===== src/rtl/uart_pkg.sv =====
// Shared UART types: character width and the per-character receive entry.
package uart_pkg;
    localparam int UART_DATA_W = 8;

    typedef struct packed {
        logic                   frame_err;
        logic                   parity_err;
        logic [UART_DATA_W-1:0] data;
    } uart_entry_t;
endpackage


===== src/rtl/uart_fifo_core.sv =====
// Generic show-ahead FIFO: head entry is read combinationally, pushes to a full
// FIFO are dropped unless a pop happens in the same cycle.
module uart_fifo_core #(
    parameter int  DEPTH   = 8,
    parameter type entry_t = logic [7:0],
    localparam int AW      = $clog2(DEPTH),
    localparam int LW      = AW + 1
) (
    input  logic          clk,
    input  logic          rst,
    input  logic          push,
    input  logic          pop,
    input  entry_t        wr_entry,
    output entry_t        head,
    output logic          empty,
    output logic          full,
    output logic [LW-1:0] level,
    output logic          dropped
);
    entry_t        mem_q [DEPTH];
    logic [AW-1:0] wr_ptr_q, wr_ptr_d;
    logic [AW-1:0] rd_ptr_q, rd_ptr_d;
    logic [LW-1:0] level_q, level_d;
    logic          do_push, do_pop;

    assign empty   = (level_q == '0);
    assign full    = (level_q == LW'(DEPTH));
    assign do_pop  = pop & ~empty;
    // A pop in the same cycle frees the slot, so a push into a full FIFO still lands.
    assign do_push = push & (~full | do_pop);
    assign dropped = push & full & ~do_pop;
    assign level   = level_q;
    assign head    = empty ? entry_t'('0) : mem_q[rd_ptr_q];

    always_comb begin
        wr_ptr_d = wr_ptr_q;
        rd_ptr_d = rd_ptr_q;
        level_d  = level_q;
        if (do_push) wr_ptr_d = wr_ptr_q + AW'(1);
        if (do_pop)  rd_ptr_d = rd_ptr_q + AW'(1);
        case ({do_push, do_pop})
            2'b10:   level_d = level_q + LW'(1);
            2'b01:   level_d = level_q - LW'(1);
            default: level_d = level_q;
        endcase
    end

    always_ff @(posedge clk or posedge rst) begin
        if (rst) begin
            wr_ptr_q <= '0;
            rd_ptr_q <= '0;
            level_q  <= '0;
        end else begin
            wr_ptr_q <= wr_ptr_d;
            rd_ptr_q <= rd_ptr_d;
            level_q  <= level_d;
        end
    end

    // Storage carries no reset; the empty mask hides stale contents.
    always_ff @(posedge clk) begin
        if (do_push && !rst) mem_q[wr_ptr_q] <= wr_entry;
    end
endmodule


===== src/rtl/uart_rx_buffer.sv =====
// UART receive buffer: captures completed characters with error flags into a
// FIFO and generates level, timeout and overrun status for the host.
module uart_rx_buffer
    import uart_pkg::*;
#(
    parameter int  DEPTH         = 8,
    parameter int  TIMEOUT_TICKS = 640,
    localparam int LW            = $clog2(DEPTH) + 1
) (
    input  logic                   clk,
    input  logic                   rst,
    input  logic                   baud16_en,
    input  logic                   rx_ready,
    input  logic [UART_DATA_W-1:0] rx_data,
    input  logic                   parity_err,
    input  logic                   frame_err,
    input  logic                   rd_en,
    output logic [UART_DATA_W-1:0] rd_data,
    output logic                   rd_parity_err,
    output logic                   rd_frame_err,
    output logic                   empty,
    output logic                   full,
    output logic [LW-1:0]          level,
    input  logic [LW-1:0]          thresh,
    output logic                   irq_level,
    output logic                   irq_timeout,
    output logic                   overrun,
    input  logic                   clr_overrun
);
    localparam int CW = $clog2(TIMEOUT_TICKS + 1);

    logic          rx_ready_q, rx_ready_d;
    logic          overrun_q, overrun_d;
    logic [CW-1:0] count_q, count_d;
    logic          push, pop_eff, dropped;
    uart_entry_t   wr_entry, head;

    assign push     = rx_ready & ~rx_ready_q;
    assign wr_entry = '{frame_err: frame_err, parity_err: parity_err, data: rx_data};
    assign pop_eff  = rd_en & ~empty;

    uart_fifo_core #(
        .DEPTH   (DEPTH),
        .entry_t (uart_entry_t)
    ) u_fifo (
        .clk      (clk),
        .rst      (rst),
        .push     (push),
        .pop      (rd_en),
        .wr_entry (wr_entry),
        .head     (head),
        .empty    (empty),
        .full     (full),
        .level    (level),
        .dropped  (dropped)
    );

    assign rd_data       = head.data;
    assign rd_parity_err = head.parity_err;
    assign rd_frame_err  = head.frame_err;
    assign irq_level     = (thresh != '0) && (level >= thresh);
    assign irq_timeout   = (count_q == CW'(TIMEOUT_TICKS));
    assign overrun       = overrun_q;

    always_comb begin
        rx_ready_d = rx_ready;
        overrun_d  = overrun_q;
        if (clr_overrun) overrun_d = 1'b0;
        if (dropped)     overrun_d = 1'b1;
        count_d = count_q;
        if (push || pop_eff || empty)
            count_d = '0;
        else if (baud16_en && !irq_timeout)
            count_d = count_q + CW'(1);
    end

    // rx_ready_q resets high so a level held through reset is not seen as a new character.
    always_ff @(posedge clk or posedge rst) begin
        if (rst) begin
            rx_ready_q <= 1'b1;
            overrun_q  <= 1'b0;
            count_q    <= '0;
        end else begin
            rx_ready_q <= rx_ready_d;
            overrun_q  <= overrun_d;
            count_q    <= count_d;
        end
    end
endmodule


===== config.mk =====
export PLATFORM = sky130hd
export DESIGN_NAME = uart_rx_buffer
export DESIGN_NICKNAME = d
export VERILOG_FILES = /design/src/rtl/uart_pkg.sv /design/src/rtl/uart_fifo_core.sv /design/src/rtl/uart_rx_buffer.sv
export SDC_FILE = /design/constraint.sdc
export NUM_CORES = 1
export LEC_CHECK = 0
export CORE_MARGIN = 5
export CORE_UTILIZATION = 57
export CTS_BUF_LIST = sky130_fd_sc_hd__clkbuf_4 sky130_fd_sc_hd__clkbuf_8 sky130_fd_sc_hd__clkbuf_16
export CTS_CLUSTER_DIAMETER = 40
export DETAILED_ROUTE_END_ITERATION = 10
export DONT_BUFFER_PORTS = 1
export PLACE_DENSITY_LB_ADDON = 0.12
export SLEW_MARGIN = 25
export SYNTH_ARGS = -nofsm -noshare
export SYNTH_HDL_FRONTEND = slang
export SYNTH_SLANG_ARGS = --single-unit
export TNS_END_PERCENT = 10

===== constraint.sdc =====
create_clock -name clk -period 2.4 [get_ports clk]
set_input_delay 0.12 -clock clk [delete_from_list [all_inputs] [get_ports clk]]
set_output_delay 0.12 -clock clk [all_outputs]
set_load 0.01 [all_outputs]

==> results.sh <==
export IMPL_synth_adder_area_share=0.0312
export IMPL_core_um2=7650
export IMPL_rsz0062_at_grt="no"
export IMPL_rows=32
export IMPL_synth_async_sr_flop_share=0.216
export IMPL_dp_cells=371
export IMPL_yosysSeqAreaShare=0.670
export IMPL_netlist_area_um2=4410
export IMPL_finalCriticalPeriod_ns=2.20
export IMPL_drt_wirelength_per_cell_um=19.2
export IMPL_diodes=0
export IMPL_die_x_um=97.9
export IMPL_grt_usage=0.171
export IMPL_ys_flop_type="edfxtp_1"
export IMPL_drtIter0Drc=113
export IMPL_synthMuxAreaShare=0.135
export IMPL_grt_overflow=0
export IMPL_max_freq_ghz=0.454
export IMPL_synthSimpleGateAreaFrac=0.0843
export IMPL_ir_worst_vdd_uv=529
export IMPL_crit_arrival_ns=2.45
export IMPL_dr_total_vias=2284
export IMPL_power_leakage_nw=1.76
export IMPL_cap_violations=0
export IMPL_synth_cell_types=43
export IMPL_cts_tree="yes"
export IMPL_syn_nets=292
export IMPL_io_pins=39
export IMPL_finalClockSkew_ns=0.0126
export IMPL_synth_enable_flop_cells=80
export IMPL_viasPerCell=5.67
export IMPL_fin_ws_ns=0.196
export IMPL_grt_pass1_vias=2358
export IMPL_nFillCells=557
export IMPL_whs_ns=0.109
export IMPL_io_buffers=0
export IMPL_post_route_cell_area_um2=4960
export IMPL_drc_errors=0
export IMPL_critPathRequiredTime_ns=2.65
export IMPL_cp_start_kind="register"
export IMPL_synth_compound_area_frac=0.0301
export IMPL_grt_max_degree=23
export IMPL_drive_above_1_share=0.259
export IMPL_crit_type="register to register"
export IMPL_syn_inst=261
export IMPL_final_cells=403
export IMPL_die_h_um=97.9
export IMPL_final_hold_viol_count=0
export IMPL_tns_ns=0
export IMPL_final_common_cell="edfxtp_1"
export IMPL_place_area_um2=4610
export IMPL_r2r_slack_ns=0.20
export IMPL_tightest_slew_ns=1.05
export IMPL_numCtsBuffers=9
export IMPL_synth_seq_cells=102
export IMPL_clock_path_buffers=2
export IMPL_synth_xor_xnor_area_share=0.0278
export IMPL_period_share=0.918
export IMPL_syn_area_per_cell_um2=16.9
export IMPL_gp_congestion=0.800
export IMPL_power_mw=4.78
export IMPL_dp_hpwl_mm=4.96
export IMPL_grt_pass1_wl_mm=12.4
export IMPL_worstSetupEndpointType="register"
export IMPL_cp_max_fo=6
export IMPL_clk_pin_slew_ns=0.10
export IMPL_cts_num_sinks=102
export IMPL_place_ws_ns=0.0986
export IMPL_setup_viol=0
export IMPL_antenna_found_initial=0
export IMPL_htreeDepth=3
export IMPL_drv_slew=0
export IMPL_cts_root_buf="clkbuf_8"
export IMPL_die_area_um2=9590
export IMPL_yosys_warnings=0
export IMPL_drt_total_wl_mm=7.76
export IMPL_max_slew_margin=0.297
export IMPL_drtPass1Iterations=4
export IMPL_hold_class="primary input to register"
export IMPL_final_nets=327
export IMPL_most_common_layout_cells="edfxtp_1 (80), mux4_2 (20), dfrtp_1 (19)"
export IMPL_power_density_nw_per_um2=963
export IMPL_postRouteAntennaNets=0
export IMPL_clkLatencyLatePin_ns=0.37
export IMPL_synth_top_family_by_area="multiplexers"
export IMPL_finish_utilization=0.649
export IMPL_layout_area_overhead_vs_synth_pct=12.7
export IMPL_status="complete, no violations"
export IMPL_start_util=0.576
worst paths after layout:
path / start / to / depth (start not counted)
min in group asynchronous: rst / u_fifo.rd_ptr_q[2] / 3
min reg2reg: count_q[9] / count_q[9] / 2
min: rst / u_fifo.mem_q[1][9] / 3
max: u_fifo.level[0] / u_fifo.level[2] / 10
max reg2reg: u_fifo.level[0] / u_fifo.level[2] / 10
max in group asynchronous: rst / rx_ready_q / 3
registers in the layout, summed over array words and instances, names as in the netlist:
name / count
u_fifo.rd_ptr_q: 3
rx_ready_q: 1
count_q: 10
u_fifo.level: 4
u_fifo.mem_q: 80
overrun: 1
u_fifo.wr_ptr_q: 3
metal layers:
layer,global-route usage,up-vias,share of wire
met3,0.0357,13,0.062
met2,0.287,48,0.50
met4,0.0671,0,0.018
met1,0.219,1148,0.42
met5,0,-,0
li1,-,1075,-
critical path, stage by stage, from the launching register on:
cell and delay (ns):
dfrtp_2 0.47, nor4b_4 0.38, a21oi_4 0.11, inv_2 0.11
ha_2 0.25, xor2_1 0.09, ha_1 0.18, a21oi_1 0.14
xor2_1 0.15, nor2_1 0.06, xor2_1 0.14
where the power goes:
| part | leakage (nW) | internal (mW) | switching (mW) |
|---|---|---|---|
| sequential | 0.999 | 2.06 | 0.219 |
| combinational | 0.668 | 0.730 | 0.766 |
| clock | 0.0924 | 0.405 | 0.602 |
| total | 1.76 | 3.19 | 1.59 |
cell families after synthesis:
logic type,Yosys count
flops,102
compound gates,16
xor+xnor,14
simple gates,65
fa+ha+maj,11
buf+inv,19
mux,34
cells in the mapped netlist (2+ instances only):
cell      count  share of area
edfxtp_1     80           0.55
dfrtp_1      21           0.12
mux4_2       20           0.10
nor2_1       17          0.014
ha_1         11          0.031
mux2i_1      11          0.025
nand2_1      11         0.0094
inv_1        10         0.0085
xor2_1        9          0.018
nor2_2        8          0.011
nor3_1        7         0.0079
xnor2_1       5         0.0099
or3_1         4         0.0057
a21oi_2       3         0.0060
clkbuf_1      3         0.0026
nand2b_1      3         0.0043
nand4_1       3         0.0043
nor4b_1       3         0.0060
o21ai_0       3         0.0034
a21oi_1       2         0.0023
buf_4         2         0.0034
buf_6         2         0.0051
mux2_2        2         0.0051
nor4_1        2         0.0028
final cells by class:
type | count | area [um2] | area share
clock inverter | 6 | 53.8 | 0.0108
tap | 102 | 128 | 0.0257
timing repair buffer | 32 | 278 | 0.0559
inverter | 11 | 41.3 | 0.00832
clock buffer | 10 | 131 | 0.0265
multi-input combinational | 140 | 1380 | 0.277
sequential | 102 | 2960 | 0.596
what timing repair did:
item	in CTS	in global routing
buffers inserted	0	1
hold endpoints to repair	105	0
resized for setup	0	3
hold buffers	15	0
endpoints found under the setup margin	0	1
(Power assumes the default switching activity.)
